**src/rtl/dense_bias_loader_if.sv**
```systemverilog
// Byte-stream port of the bias loader: a producer pushes bias bytes MSB-first.
// Handshake: a byte moves on a rising clk edge where inValid && inReady; inData must hold while inValid waits.
interface dense_bias_loader_if;
    logic       inValid;
    logic [7:0] inData;
    logic       inReady;

    modport master (output inValid, output inData, input inReady);
    modport slave  (input inValid, input inData, output inReady);
endinterface

```
**src/rtl/dense_bias_loader.sv**
```systemverilog
// Write side of the dense-layer bias store: assembles streamed bytes into words and serves a combinational read port.
// Optional feature macro: BIAS_CHECKSUM_EN (trailing sum word, chkErr flag).
module dense_bias_loader #(
    parameter int WORD_SIZE   = 32,
    parameter int LENGTH_SIZE = 10,
    parameter int ADR_SIZE    = 4
) (
    input  logic                 clk,
    input  logic                 rstN,
    input  logic                 start,
    dense_bias_loader_if.slave   stream,
    output logic                 busy,
    output logic                 done,
    output logic                 chkErr,
    input  logic [ADR_SIZE-1:0]  adr,
    output logic [WORD_SIZE-1:0] dataOut,
    output logic [1:0]           stateDbg
);

    localparam int BYTES = WORD_SIZE / 8;
    localparam int BCW   = (BYTES > 1) ? $clog2(BYTES) : 1;
    localparam int WCW   = ADR_SIZE + 1;
    localparam logic [BCW-1:0] LAST_BYTE = BCW'(BYTES - 1);
    localparam logic [WCW-1:0] LAST_WORD = WCW'(LENGTH_SIZE - 1);
    localparam logic [WCW-1:0] NUM_WORDS = WCW'(LENGTH_SIZE);

`ifdef BIAS_CHECKSUM_EN
    typedef enum logic [1:0] {IDLE, LOAD, CHECK, DONE} state_t;
`else
    typedef enum logic [1:0] {IDLE, LOAD, DONE} state_t;
`endif

    state_t                 state;
    state_t                 next_state;
    logic [BCW-1:0]         byteCnt;
    logic [WCW-1:0]         wordCnt;
    logic [WORD_SIZE-1:0]   shift;
    logic [WORD_SIZE-1:0]   mem [LENGTH_SIZE];
    logic [WORD_SIZE-1:0]   word_in;
    logic                   accept;
    logic                   word_end;
    logic                   last_word;
`ifdef BIAS_CHECKSUM_EN
    logic [WORD_SIZE-1:0]   sum;
`endif

    // A byte offered alongside start is refused so the new load begins cleanly.
`ifdef BIAS_CHECKSUM_EN
    assign stream.inReady = (state == LOAD || state == CHECK) && !start;
`else
    assign stream.inReady = (state == LOAD) && !start;
`endif

    assign accept    = stream.inValid && stream.inReady;
    assign word_in   = {shift[WORD_SIZE-9:0], stream.inData};
    assign word_end  = accept && (byteCnt == LAST_BYTE);
    assign last_word = word_end && (state == LOAD) && (wordCnt == LAST_WORD);
    assign busy      = (state != IDLE) && (state != DONE);
    assign stateDbg  = state;

    always_ff @(posedge clk or negedge rstN) begin
        if (!rstN) begin
            state <= IDLE;
        end else begin
            state <= next_state;
        end
    end

    always_comb begin
        next_state = state;
        if (start) begin
            next_state = LOAD;
        end else begin
            case (state)
                LOAD: begin
                    if (last_word) begin
`ifdef BIAS_CHECKSUM_EN
                        next_state = CHECK;
`else
                        next_state = DONE;
`endif
                    end
                end
`ifdef BIAS_CHECKSUM_EN
                CHECK: begin
                    if (word_end) begin
                        next_state = DONE;
                    end
                end
`endif
                default: ;
            endcase
        end
    end

    always_ff @(posedge clk or negedge rstN) begin
        if (!rstN) begin
            byteCnt <= '0;
            wordCnt <= '0;
            shift   <= '0;
            done    <= 1'b0;
            chkErr  <= 1'b0;
            for (int i = 0; i < LENGTH_SIZE; i++) begin
                mem[i] <= '0;
            end
`ifdef BIAS_CHECKSUM_EN
            sum     <= '0;
`endif
        end else if (start) begin
            // Restart keeps mem; only the assembly position and flags reset.
            byteCnt <= '0;
            wordCnt <= '0;
            shift   <= '0;
            done    <= 1'b0;
            chkErr  <= 1'b0;
`ifdef BIAS_CHECKSUM_EN
            sum     <= '0;
`endif
        end else if (accept) begin
            shift <= word_in;
            if (byteCnt == LAST_BYTE) begin
                byteCnt <= '0;
                if (state == LOAD) begin
                    mem[wordCnt[ADR_SIZE-1:0]] <= word_in;
                    wordCnt <= wordCnt + 1'b1;
`ifdef BIAS_CHECKSUM_EN
                    sum <= sum + word_in;
`else
                    if (last_word) begin
                        done <= 1'b1;
                    end
`endif
                end
`ifdef BIAS_CHECKSUM_EN
                else begin
                    chkErr <= (word_in != sum);
                    done   <= 1'b1;
                end
`endif
            end else begin
                byteCnt <= byteCnt + 1'b1;
            end
        end
    end

    always_comb begin
        dataOut = '0;
        if ({1'b0, adr} < NUM_WORDS) begin
            dataOut = mem[adr];
        end
    end

endmodule

```
**src/flat_wrapper.sv**
```systemverilog
// flat-port wrapper written by rule: the top's interface ports become plain ports
module dense_bias_loader_flat 
#(
    parameter int WORD_SIZE   = 32,
    parameter int LENGTH_SIZE = 10,
    parameter int ADR_SIZE    = 4
)
  (clk, rstN, start, busy, done, chkErr, adr, dataOut, stateDbg, stream_inValid, stream_inData, stream_inReady);
  dense_bias_loader_if stream_i ();
  input  logic clk;
  input  logic rstN;
  input  logic start;
  output logic busy;
  output logic done;
  output logic chkErr;
  input  logic [ADR_SIZE-1:0] adr;
  output logic [WORD_SIZE-1:0] dataOut;
  output logic [1:0] stateDbg;
  input wire logic [$bits(stream_i.inValid)-1:0] stream_inValid;
  input wire logic [$bits(stream_i.inData)-1:0] stream_inData;
  output wire logic [$bits(stream_i.inReady)-1:0] stream_inReady;
  assign stream_i.inValid = stream_inValid;
  assign stream_i.inData = stream_inData;
  assign stream_inReady = stream_i.inReady;
  dense_bias_loader #(.WORD_SIZE(WORD_SIZE), .LENGTH_SIZE(LENGTH_SIZE), .ADR_SIZE(ADR_SIZE)) u_core (.clk(clk), .rstN(rstN), .start(start), .stream(stream_i), .busy(busy), .done(done), .chkErr(chkErr), .adr(adr), .dataOut(dataOut), .stateDbg(stateDbg));
endmodule
```
**config.mk**
```make
export PLATFORM = sky130hd
export DESIGN_NAME = dense_bias_loader_flat
export DESIGN_NICKNAME = d
export VERILOG_FILES = /design/src/rtl/dense_bias_loader_if.sv /design/src/rtl/dense_bias_loader.sv /design/src/flat_wrapper.sv
export SDC_FILE = /design/constraint.sdc
export NUM_CORES = 1
export LEC_CHECK = 0
export CAP_MARGIN = 25
export CORE_ASPECT_RATIO = 1.75
export CORE_MARGIN = 2
export CORE_UTILIZATION = 61
export CTS_CLUSTER_SIZE = 20
export DETAILED_ROUTE_END_ITERATION = 16
export PLACE_DENSITY = 0.79
export SYNTH_ARGS = -nofsm -noshare
export SYNTH_HDL_FRONTEND = slang
export SYNTH_SLANG_ARGS = --single-unit
export TNS_END_PERCENT = 50
```
**constraint.sdc**
```tcl
create_clock -name clk -period 2.36 [get_ports clk]
set_input_delay 0.472 -clock clk [delete_from_list [all_inputs] [get_ports clk]]
set_output_delay 0.472 -clock clk [all_outputs]
set_load 0.005 [all_outputs]
```
==> reports/metrics.yaml <==
status:
  status: "complete, no violations"
timing:
  fin_tns_setup_ps: 0
  max_freq_mhz: 425
  hold_violations: 0
  setup_ws_ps: 5.31
  rsz0062_at_grt: "yes"
  setup_violations: 0
  fin_crit_ps: 2350
  maxSlewViolCount: 0
  skew_ps: 9.52
  fin_crit_sh_pct: 99.8
  timing.hold.ws_ps: 429
worst_setup_path:
  ff2ff_path_depth: 5
  arrival_ps: 1880
  criticalPathCategory: "input port to output port"
  cp-end-kind: "output port"
  cp-start-kind: "input port"
  crit_path_max_fanout: 6
  cp_data_required_time_ps: 1890
drt:
  final_antenna_net_count: 0
  drt_iter0_drc: 570
  first_pass_iters: 4
  vias_per_cell: 6.20
  num_vias: 9962
  wl_per_cell_um: 23.3
  totalWireLength_mm: 37.4
  drc: 0
place:
  gp_congestion: 0.803
  dpl_cell_area_um2: 17600
  dp.final_hpwl_mm: 24.0
  portBuffers: 52
  dp_worst_setup_slack_ps: -842
die:
  io_pins: 54
  die_h_um: 220
  core_area_um2: 26400
  dieArea_um2: 28000
  start_util_pct: 61.4
  row_count: 79
  chipWidth_um: 127
yosys:
  synth_seq_cells: 354
  syn_area_um2: 16200
  synthCells: 1181
  ys_seq_area_share_pct: 54.6
  synth-async-reset-ratio_pct: 100
  synth_cell_types: 34
  synth_area_per_cell_um2: 13.7
  yosysWarningCount: 0
  syn-num-nets: 1202
  synthFlopType: "dfrtp_1"
  synth-edff-count: 0
global_routing:
  grt_pass1_wl_mm: 60.1
  grt_pass1_vias: 10800
  grt_max_degree: 68
  grt_antenna_before_repair: 0
  grt.overflow.total: 0
  grt_use_total_pct: 27.9
clock_network:
  cts_buffers: 34
  clock_tree.root_cell: "clkbuf_16"
  clk_latency_ps: 520
  clockBufferDepth: 3
  cts.reportedPaths.clkPinSlew_ps: 60
  numClockSinks: 354
  h-tree-depth: 2
  cts_tree: "yes"
flow_run:
  max_cap_violations: 0
power_and_ir_drop:
  leakage_nw: 9.65
  irDropWorstVdd_uv: 655
  powerDensity_nw_per_um2: 650
hold_path:
  hp-class: "input port to asynchronous set/reset pin"
finish:
  syn2layout_area_growth_pct: 17.8
  drive_above_1_share_pct: 35.4
  diodes: 0
  post-route-util_pct: 72.4
  fin_area_um2: 19100
  layout.nets: 1281
==> sequential cells by signal, summed over array words and instances (netlist names) <==
name / cells
u_core.mem: 320
u_core.shift: 24
u_core.wordCnt: 5
u_core.byteCnt: 2
u_core.stateDbg: 2
u_core.done: 1
==> worst paths after layout <==
| kind | startpoint | end | slack [ps] |
|---|---|---|---|
| max reg2reg | u_core.stateDbg[1] | u_core.mem[292] | 420 |
| max | adr[3] | dataOut[24] | 5 |
| max in group asynchronous | rstN | u_core.mem[59] | 1220 |
| min reg2reg | u_core.mem[184] | u_core.mem[184] | 490 |
| min | rstN | u_core.done | 430 |
| min in group clk | u_core.mem[184] | u_core.mem[184] | 490 |
==> area by class of cell <==
cell class / instances / area (µm²)
multi-input cells: 711 / 7020
flip-flops and latches: 354 / 8860
inverters: 5 / 18.8
clock inverters: 10 / 87.6
fillers: 1711 / 7280
well taps: 324 / 405
clock buffers: 49 / 1020
repair buffers: 154 / 1700
==> timing repair <==
| item | in CTS | in global routing |
|---|---|---|
| hold buffers | 1 | 0 |
| hold endpoints to repair | 32 | 0 |
| buffers inserted | 8 | 9 |
| pin swaps | 24 | 5 |
| setup endpoints to repair | 32 | 29 |
| gates cloned | 1 | 0 |
| resized for setup | 163 | 35 |
==> cell families (layout without fill, tap and decap cells) <==
family                     count (synthesis)  count (layout)  share of synthesized area [%]
AOI/OAI and AO/OA                        126             126                           4.85
xor gates and xnor gates                   2               2                          0.108
adders and majority gates                  5               5                          0.386
buffers and inverters                    116             218                           3.84
DFF                                      354             354                           54.6
muxes                                    469             469                           32.4
other                                      1               1                         0.0231
and+or+nand+nor                          108             108                           3.74
==> Yosys cell counts, types with 2 or more instances <==
cell | count | area share [%]
a221oi_1 | 13 | 0.70
a22oi_1 | 24 | 1.1
buf_1 | 2 | 0.046
buf_2 | 29 | 0.90
buf_4 | 2 | 0.093
buf_6 | 19 | 1.3
clkbuf_1 | 59 | 1.4
dfrtp_1 | 354 | 55
ha_1 | 5 | 0.39
inv_1 | 5 | 0.12
mux2_1 | 120 | 8.3
mux2_2 | 200 | 14
mux2i_1 | 136 | 8.4
mux4_2 | 13 | 1.8
nand2_1 | 42 | 0.97
nand2b_1 | 29 | 1.1
nand3_1 | 5 | 0.15
nand3_4 | 6 | 0.65
nor2_1 | 14 | 0.32
nor2b_1 | 4 | 0.15
o21ai_0 | 54 | 1.7
o22ai_1 | 33 | 1.3
xor2_1 | 2 | 0.11
==> power breakdown <==
part | switching [mW] | internal, mW
clock network | 2.32 | 3.13
registers | 0.0844 | 6.12
logic | 0.437 | 0.336
total | 2.84 | 9.58
==> metrics by stage <==
step,total power [mW],cells
finish,12.4,1607
detailed placement,7.02,1530
CTS,12.5,1598
floorplan,6.60,1181
global route,12.8,1607
global placement,7.01,1530
==> layer usage <==
| layer | up-vias | global-route usage, % | routed length (µm) |
|---|---|---|---|
| met4 | 0 | 12.8 | 1810 |
| li1 | 4405 | - | - |
| met2 | 231 | 48.8 | 19600 |
| met1 | 5223 | 34.4 | 14800 |
| met3 | 103 | 3.57 | 1240 |
| met5 | - | 0 | 0 |
==> critical path, stage by stage <==
cell and delay, ps:
clkdlybuf4s50_1 510, buf_12 150, nand2_2 90, buf_6 150, buf_4 130, o22ai_1 140, clkdlybuf4s15_2 230
==> layout by cell type, fill, tap and decap left out, types with 16 or more instances in the layout <==
| cell type | count |
|---|---|
| o22ai_1 | 21 |
| nand2b_1 | 28 |
| buf_12 | 36 |
| buf_4 | 56 |
| dfrtp_1 | 354 |
| clkdlybuf4s50_1 | 16 |
| mux2_1 | 120 |
| nand2_1 | 41 |
| clkbuf_16 | 37 |
| o21ai_0 | 34 |
| mux2i_1 | 134 |
| buf_2 | 18 |
| a22oi_1 | 16 |
| mux2_2 | 200 |
(Power assumes the default switching activity.)
